**src/rtl/addfloat_dispatch_if.sv**
```systemverilog
// Operand/run handshake bundle between the feeder and the float adder core.
// Signals keep the feeder's port names; slave = feeder, master = driver side.
interface addfloat_dispatch_if;
  logic        i_data_valid;
  logic        o_data_ready;
  logic [31:0] i_data;
  logic        o_run_req;
  logic [31:0] o_run_input_a_0;
  logic        i_run_busy;

  modport slave (
    input  i_data_valid,
    input  i_data,
    input  i_run_busy,
    output o_data_ready,
    output o_run_req,
    output o_run_input_a_0
  );

  modport master (
    output i_data_valid,
    output i_data,
    output i_run_busy,
    input  o_data_ready,
    input  o_run_req,
    input  o_run_input_a_0
  );
endinterface

```
**src/rtl/addfloat_dispatch.sv**
```systemverilog
// Operand FIFO + run_req/run_busy issue FSM for the float adder core.
// Ports: clock, reset_n, ce, i_clear, bus (slave), o_idle, counters, o_error.
module addfloat_dispatch #(
  parameter int DEPTH   = 4,
  parameter int CNT_W   = 16,
  parameter int TIMEOUT = 8
) (
  input  logic             clock,
  input  logic             reset_n,
  input  logic             ce,
  input  logic             i_clear,
  addfloat_dispatch_if.slave bus,
  output logic             o_idle,
  output logic [CNT_W-1:0] o_issue_count,
  output logic [CNT_W-1:0] o_done_count,
  output logic             o_error
);

  localparam int AW = $clog2(DEPTH);
  localparam int TW = $clog2(TIMEOUT);

  typedef enum logic [1:0] {
    IDLE,
    WAIT_ACK,
    WAIT_DONE
  } state_e;

  state_e           state_q;
  logic [31:0]      mem_q [DEPTH];
  logic [AW-1:0]    wptr_q;
  logic [AW-1:0]    rptr_q;
  logic [AW:0]      cnt_q;
  logic [TW-1:0]    timer_q;
  logic             req_q;
  logic [31:0]      a0_q;
  logic [CNT_W-1:0] issue_cnt_q;
  logic [CNT_W-1:0] issue_cnt_d;
  logic [CNT_W-1:0] done_cnt_q;
  logic [CNT_W-1:0] done_cnt_d;
  logic             err_q;
  logic             err_d;

  logic full;
  logic empty;
  logic push;
  logic issue;
  logic tmo;
  logic done_ev;

  assign full  = cnt_q == (AW+1)'(DEPTH);
  assign empty = cnt_q == '0;

  // Ready looks at full only, so a full FIFO
  // never accepts even when a pop coincides.
  assign bus.o_data_ready = ce & ~full;

  assign push  = ce & bus.i_data_valid & ~full;
  assign issue = ce & (state_q == IDLE)
               & ~empty & ~bus.i_run_busy;

  assign tmo     = (state_q == WAIT_ACK)
                 & ~bus.i_run_busy
                 & (timer_q == TW'(TIMEOUT-1));
  assign done_ev = (state_q == WAIT_DONE)
                 & ~bus.i_run_busy;

  // Clear wins over a same-cycle increment.
  always_comb begin
    issue_cnt_d = issue_cnt_q;
    done_cnt_d  = done_cnt_q;
    err_d       = err_q;
    if (i_clear) begin
      issue_cnt_d = '0;
      done_cnt_d  = '0;
      err_d       = 1'b0;
    end else begin
      if (issue)   issue_cnt_d = issue_cnt_q + 1'b1;
      if (done_ev) done_cnt_d  = done_cnt_q + 1'b1;
      if (tmo)     err_d       = 1'b1;
    end
  end

  // Storage needs no reset: occupancy gates every read.
  always_ff @(posedge clock) begin
    if (push) mem_q[wptr_q] <= bus.i_data;
  end

  always_ff @(posedge clock or negedge reset_n) begin
    if (!reset_n) begin
      state_q     <= IDLE;
      wptr_q      <= '0;
      rptr_q      <= '0;
      cnt_q       <= '0;
      timer_q     <= '0;
      req_q       <= 1'b0;
      a0_q        <= '0;
      issue_cnt_q <= '0;
      done_cnt_q  <= '0;
      err_q       <= 1'b0;
    end else if (ce) begin
      issue_cnt_q <= issue_cnt_d;
      done_cnt_q  <= done_cnt_d;
      err_q       <= err_d;

      if (push) wptr_q <= wptr_q + 1'b1;
      if (issue) rptr_q <= rptr_q + 1'b1;
      case ({push, issue})
        2'b10:   cnt_q <= cnt_q + 1'b1;
        2'b01:   cnt_q <= cnt_q - 1'b1;
        default: cnt_q <= cnt_q;
      endcase

      unique case (state_q)
        IDLE: begin
          req_q <= 1'b0;
          if (issue) begin
            state_q <= WAIT_ACK;
            req_q   <= 1'b1;
            a0_q    <= mem_q[rptr_q];
            timer_q <= '0;
          end
        end
        WAIT_ACK: begin
          req_q <= 1'b0;
          if (bus.i_run_busy) begin
            state_q <= WAIT_DONE;
          end else if (tmo) begin
            state_q <= IDLE;
          end else begin
            timer_q <= timer_q + 1'b1;
          end
        end
        WAIT_DONE: begin
          req_q <= 1'b0;
          if (done_ev) state_q <= IDLE;
        end
        default: begin
          req_q   <= 1'b0;
          state_q <= IDLE;
        end
      endcase
    end
  end

  assign bus.o_run_req       = req_q;
  assign bus.o_run_input_a_0 = a0_q;

  assign o_idle        = (state_q == IDLE) & empty;
  assign o_issue_count = issue_cnt_q;
  assign o_done_count  = done_cnt_q;
  assign o_error       = err_q;

endmodule

```
**src/flat_wrapper.sv**
```systemverilog
// flat-port wrapper written by rule: the top's interface ports become plain ports
module addfloat_dispatch_flat 
#(
  parameter int DEPTH   = 4,
  parameter int CNT_W   = 16,
  parameter int TIMEOUT = 8
)
  (clock, reset_n, ce, i_clear, o_idle, o_issue_count, o_done_count, o_error, bus_i_data_valid, bus_i_data, bus_i_run_busy, bus_o_data_ready, bus_o_run_req, bus_o_run_input_a_0);
  addfloat_dispatch_if bus_i ();
  input  logic clock;
  input  logic reset_n;
  input  logic ce;
  input  logic i_clear;
  output logic o_idle;
  output logic [CNT_W-1:0] o_issue_count;
  output logic [CNT_W-1:0] o_done_count;
  output logic o_error;
  input wire logic [$bits(bus_i.i_data_valid)-1:0] bus_i_data_valid;
  input wire logic [$bits(bus_i.i_data)-1:0] bus_i_data;
  input wire logic [$bits(bus_i.i_run_busy)-1:0] bus_i_run_busy;
  output wire logic [$bits(bus_i.o_data_ready)-1:0] bus_o_data_ready;
  output wire logic [$bits(bus_i.o_run_req)-1:0] bus_o_run_req;
  output wire logic [$bits(bus_i.o_run_input_a_0)-1:0] bus_o_run_input_a_0;
  assign bus_i.i_data_valid = bus_i_data_valid;
  assign bus_i.i_data = bus_i_data;
  assign bus_i.i_run_busy = bus_i_run_busy;
  assign bus_o_data_ready = bus_i.o_data_ready;
  assign bus_o_run_req = bus_i.o_run_req;
  assign bus_o_run_input_a_0 = bus_i.o_run_input_a_0;
  addfloat_dispatch #(.DEPTH(DEPTH), .CNT_W(CNT_W), .TIMEOUT(TIMEOUT)) u_core (.clock(clock), .reset_n(reset_n), .ce(ce), .i_clear(i_clear), .bus(bus_i), .o_idle(o_idle), .o_issue_count(o_issue_count), .o_done_count(o_done_count), .o_error(o_error));
endmodule
```
**config.mk**
```make
export PLATFORM = sky130hd
export DESIGN_NAME = addfloat_dispatch_flat
export DESIGN_NICKNAME = d
export VERILOG_FILES = /design/src/rtl/addfloat_dispatch_if.sv /design/src/rtl/addfloat_dispatch.sv /design/src/flat_wrapper.sv
export SDC_FILE = /design/constraint.sdc
export NUM_CORES = 1
export LEC_CHECK = 0
export ABC_CLOCK_PERIOD_IN_PS = 3040
export BUFFER_PORTS_ARGS = -buffer_cell sky130_fd_sc_hd__buf_2
export CAP_MARGIN = 25
export CORE_MARGIN = 8
export CORE_UTILIZATION = 40
export DETAILED_ROUTE_END_ITERATION = 8
export PLACE_DENSITY_LB_ADDON = 0.05
export REMOVE_ABC_BUFFERS = 1
export SLEW_MARGIN = 20
export SYNTH_ARGS = -nofsm -noshare
export SYNTH_HDL_FRONTEND = slang
export SYNTH_SLANG_ARGS = --single-unit
```
**constraint.sdc**
```tcl
create_clock -name clock -period 3.04 [get_ports clock]
set_input_delay 0.304 -clock clock [delete_from_list [all_inputs] [get_ports clock]]
set_output_delay 0.304 -clock clock [all_outputs]
set_load 0.05 [all_outputs]
```
* Word level (Yosys, flattened, before mapping)
Memory sizes are Yosys's and may differ from the RTL's. A register that Yosys moved wholly into a read port is not among the register bits. Cells that the tools add are included.
Storage, ports and cells: bits in registers 46, memory bits (writable) 128, logic and storage cells 78, memories kept 1
Operators by class: add/subtract/negate cells 7, equal/unequal tests 11, multiplexer cells 20, bitwise gates (word level) 13, reductions and logical operators 17
Memories:
- u_core.mem_q | depth 4, bits a word 32, read ports 1, clocked after memory_dff 1, write ports 1, RTL line addfloat_dispatch.sv:29 | logic [31:0] mem_q [DEPTH];
Operators by type and width (count):
- $mux 16 | 4
- $add 16x1->16 const B | 2
- $pmux 3 s2 | 2
- $reduce_and 2->1 | 6
- $and 1x1->1 | 10
- $reduce_bool 2->1 | 5
- $mux 3 | 3
- $mux 2 | 4
- $add 3x1->3 const B | 2
- $eq 3x3->1 const B | 2
- $mux 1 | 6
- $pmux 2 s3 | 1
- $reduce_and 5->1 | 1
- $add 2x1->2 const B | 2
- $eq 2x1->1 const B | 2
- $eq 2x2->1 const B | 2
- $ne 2x1->1 const B | 2
- $ne 2x2->1 const B | 2
- $reduce_and 4->1 | 1
- $logic_not 3->1 | 1
- $ne 3x2->1 const B | 1
- $not 1->1 | 3
- $reduce_and 3->1 | 1
- $sub 3x1->3 const B | 1
- other kinds (2) | 2

* Longest topological paths before layout
depth in word-level cells 7, depth in mapped cells 11, gate-level depth less buffers 10

* Worst setup path after synthesis
OpenSTA, ideal clock, no wires.
path type input -> register, from in ce, to mem u_core.mem_q[0][0], enable pin, library setup time 392 ps, data arrival time 2606 ps, slack 42 ps, stages 4, cell sequence clkbuf_1 -> inv_1 -> a31oi_1 -> and3_1
On the way: cells in the longest elaborated chain, start to end 4
RTL lines:
- from (decl) | RTL line flat_wrapper.sv:12 | input logic ce;
- $and 1x1->1 (2 in series) | RTL line addfloat_dispatch.sv:57 | assign push = ce & bus.i_data_valid & ~full;
- $mux 1 | RTL line addfloat_dispatch.sv:85 | if (push) mem_q[wptr_q] <= bus.i_data;
- $mux 1 (not written as such) | RTL line addfloat_dispatch.sv:85
- to (decl) | RTL line addfloat_dispatch.sv:29
No other way between the ends.

* Worst setup path after layout
from reg u_core.state_q[1], to reg u_core.cnt_q[2]
On the way: cells in the longest elaborated chain, start to end 7, elaborated cells on any way between the ends 9, those cells by class eq/ne: 2; mux: 1; bitwise: 3; reduce/logical: 3
RTL lines:
- from (decl) | RTL line addfloat_dispatch.sv:28 | state_e state_q;
- from (signal assigned) | RTL line addfloat_dispatch.sv:90 | state_q <= IDLE;
- from (signal assigned) | RTL line addfloat_dispatch.sv:117 | state_q <= WAIT_ACK;
- from (signal assigned) | RTL line addfloat_dispatch.sv:126 | state_q <= WAIT_DONE;
- $logic_not 2->1 (*) | RTL line addfloat_dispatch.sv:58 | assign issue = ce & (state_q == IDLE)
- $and 1x1->1 (*) | RTL line addfloat_dispatch.sv:58
- $and 1x1->1 (*) (2 in series) | RTL line addfloat_dispatch.sv:59 | & ~empty & ~bus.i_run_busy;
- $eq 2x2->1 / $eq 2x1->1 (equally long branches) | RTL line addfloat_dispatch.sv:107 | case ({push, issue})
- $reduce_bool 2->1 (no line)
- $reduce_and 2->1 (no line)
- to (signal assigned) | RTL line addfloat_dispatch.sv:108 | 2'b10: cnt_q <= cnt_q + 1'b1;
- to (signal assigned) | RTL line addfloat_dispatch.sv:109 | 2'b01: cnt_q <= cnt_q - 1'b1;
- to (signal assigned) | RTL line addfloat_dispatch.sv:110 | default: cnt_q <= cnt_q;
- to (decl) | RTL line addfloat_dispatch.sv:32 | logic [AW:0] cnt_q;
Mark *: on every way between the ends. The rest lies on a longest branch, timed or not. A chain may end at the register's enable or synchronous reset.

==> qor.yml <==
pin_count: 106
crit_path_cell_trace: "or4b_4 -> nor2_4 -> ha_1 -> inv_1 -> fa_1 -> xor2_1 -> nor2_1 -> xor2_1"
crit_path_frequent_cell: "xor2_1"
synth_ff_type: "edfxtp_1"
yosysTopAreaCellShare_pct: 47.0
drive_gt1_share_pct: 37.2
cts_tree: "yes"
io_buffers: 105
start_util_pct: 40.5
cts_htree_levels: 1
cts_root_buffer: "clkbuf_16"
crit_slowest_cell: "or4b_4"
drv_slew: 0
placed_area_um2: 9090
start_kind: "flip-flop"
finalSetupTns_ns: 0
cts.sinks: 206
met1_usage_pct: 16.9
dp_hpwl_um: 10800
fin_nets: 653
synth_top_area_cell: "edfxtp_1"
setup_viol: 0
grt_pass1_wl_um: 27800
grt_antenna_before_repair: 2
clk_latency_ns: 0.49
max-clock-path-buffers: 3
fin_crit_sh_pct: 77.0
arrival_ns: 2.76
slew_headroom_pct: 38.9
gr-total-overflow: 0
post-route-worst-setup-slack_ns: 0.699
dieWidth_um: 159
grt_pass1_vias: 4952
vias_per_cell: 5.17
final_cell_mix: "128 x edfxtp_1, 104 x buf_2, 76 x dfrtp_1, 34 x mux2_2, 32 x mux4_2"
routed_wl_um: 17200
syn_avg_cell_area_um2: 17.1
top_usage_layer: "met2"
ys_types: 45
antenna_cells: 0
area_growth_pct: 21.7
ys_seq_area_share_pct: 70.9
grt_max_degree: 46
cp.required_ns: 3.46
async_flop_share_pct: 37.9
pre_cts_ws_ns: 0.650
grt_use_met2_pct: 23.3
fin_worst_skew_ns: 0.00801
status: "complete, no violations"
dieArea_um2: 25300
num_vias: 4606
synth.top_cells.by_area: "edfxtp_1 47%, dfrtp_1 24%, mux4_2 8.8%"
synth_edf_count: 128
period_needed_ns: 2.34
core_um2: 20200
fmax_mhz: 427
tightest_slew_ns: 0.917
row_count: 52
drt_iter0_drc: 173
p_leak_nw: 3.88
fillers: 1747
ant_nets: 0
track_usage_pct: 13.7
cts_made_buffers: 23
layout_commonest_cell: "edfxtp_1"
wl_per_cell_um: 19.3
post_cts_resize_count: 0
use_met3_pct: 3.46
die_h_um: 159
drc: 0
synth_area_um2: 8170
maxCapViolations: 0
path_clk_slew_ns: 0.06
hold_class: "input pin to flip-flop"
drt_pre_antenna_iters: 4
crit_type: "flip-flop to flip-flop"
finalInstanceArea_um2: 9950
ir_worst_vdd_mv: 0.664
cpPeakStageDelay_ns: 0.66
power_density_nw_per_um2: 942
critPathMaxFanout: 9
routabilityCongestion: 0.743
hold_violations: 0
grt_setup_unrepaired: "false"
ys_seq_elements: 206
yosysWarnings: 0
crit_path_end_kind: "flip-flop"
syn_inst: 478
==> metrics by stage <==
stage                     hold WS, ns  instances  power [W]  util [%]
after detailed placement        0.318        843    0.00665      45.1
final                          0.0220        891    0.00937      49.3
after global placement          0.321        843    0.00660      45.1
after CTS                    0.000356        891    0.00953      49.3
after global routing          0.00531        891    0.00984      49.3
after floorplan               0.00841        458    0.00581         -
==> layout make-up <==
class	instances	area, µm²	share of cell area [%]
multi-input cells	241	2260	22.7
inverters	11	41.3	0.415
clock inverters	9	119	1.20
clock buffers	32	669	6.73
repair buffers	122	723	7.27
flip-flops and latches	206	5800	58.3
well taps	270	338	3.40
==> worst max-delay path, delay by kind of cell (launching register included) <==
| kind | cells | cell delay [ns] |
|---|---|---|
| XOR/XNOR | 2 | 0.29 |
| buffers and inverters | 1 | 0.07 |
| AND/OR/NAND/NOR | 3 | 0.89 |
| adder cells (fa/ha/maj) | 2 | 0.59 |
| flip-flops | 1 | 0.44 |
==> cells by family after synthesis <==
group           Yosys count  synth area share (%)
mux                      67                  13.6
compound gates           52                  3.95
flops                   206                  70.9
xor+xnor                 20                  2.14
simple gates             92                  6.12
fa+ha+maj                10                  1.62
buf+inv                  31                  1.62
==> layer usage <==
layer / wire (µm) / up-vias / share of wire (%)
li1: - / 2101 / -
met2: 8490 / 110 / 49
met5: 23 / - / 0.13
met4: 359 / 4 / 2.1
met3: 923 / 28 / 5.4
met1: 7390 / 2363 / 43
==> power breakdown <==
group | switching [W] | internal [W] | leakage (nW)
clock | 0.00106 | 0.00178 | 0.394
combinational | 0.00163 | 0.00101 | 1.32
sequential | 0.000386 | 0.00350 | 2.16
==> worst paths after layout <==
kind	startpoint	to	slack [ns]	depth (start not counted)
max	u_core.state_q[1]	u_core.cnt_q[2]	0.70	8
min	bus_i_data[23]	u_core.mem_q[2][23]	0.02	1
max reg2reg	u_core.state_q[1]	u_core.cnt_q[2]	0.70	8
min reg2reg	u_core.bus.o_run_req	u_core.bus.o_run_req	0.49	1
max in group asynchronous	reset_n	u_core.bus.o_run_input_a_0[0]	2.06	3
min in group asynchronous	reset_n	u_core.o_issue_count[11]	0.33	2
==> repair_timing <==
item	CTS	global route
hold endpoints to repair	55	0
setup buffers	0	0
hold buffers	7	0
==> cells in the mapped netlist (3+ instances only) <==
master / number
inv_1: 11
o21ai_0: 16
clkbuf_1: 10
nand2_1: 17
and2_1: 3
and4_1: 3
xor2_1: 12
buf_1: 7
nor2_1: 23
or3_1: 10
nor3_1: 4
mux2_2: 34
nor4_1: 3
nand3_1: 8
o2111ai_1: 3
mux4_2: 32
a31oi_1: 4
and3_1: 6
edfxtp_1: 128
dfrtp_1: 78
o211ai_1: 4
xnor2_1: 8
a21oi_1: 15
ha_1: 9
==> flip-flops by register name, summed over array words and instances (netlist names) <==
signal and flops:
u_core.bus.o_run_input_a_0 32, u_core.bus.o_run_req 1, u_core.cnt_q 3, u_core.mem_q 128, u_core.o_done_count 16, u_core.o_error 1, u_core.o_issue_count 16, u_core.rptr_q 2
u_core.state_q 2, u_core.timer_q 3, u_core.wptr_q 2
No activity file was read; power rests on OpenSTA's default activity.
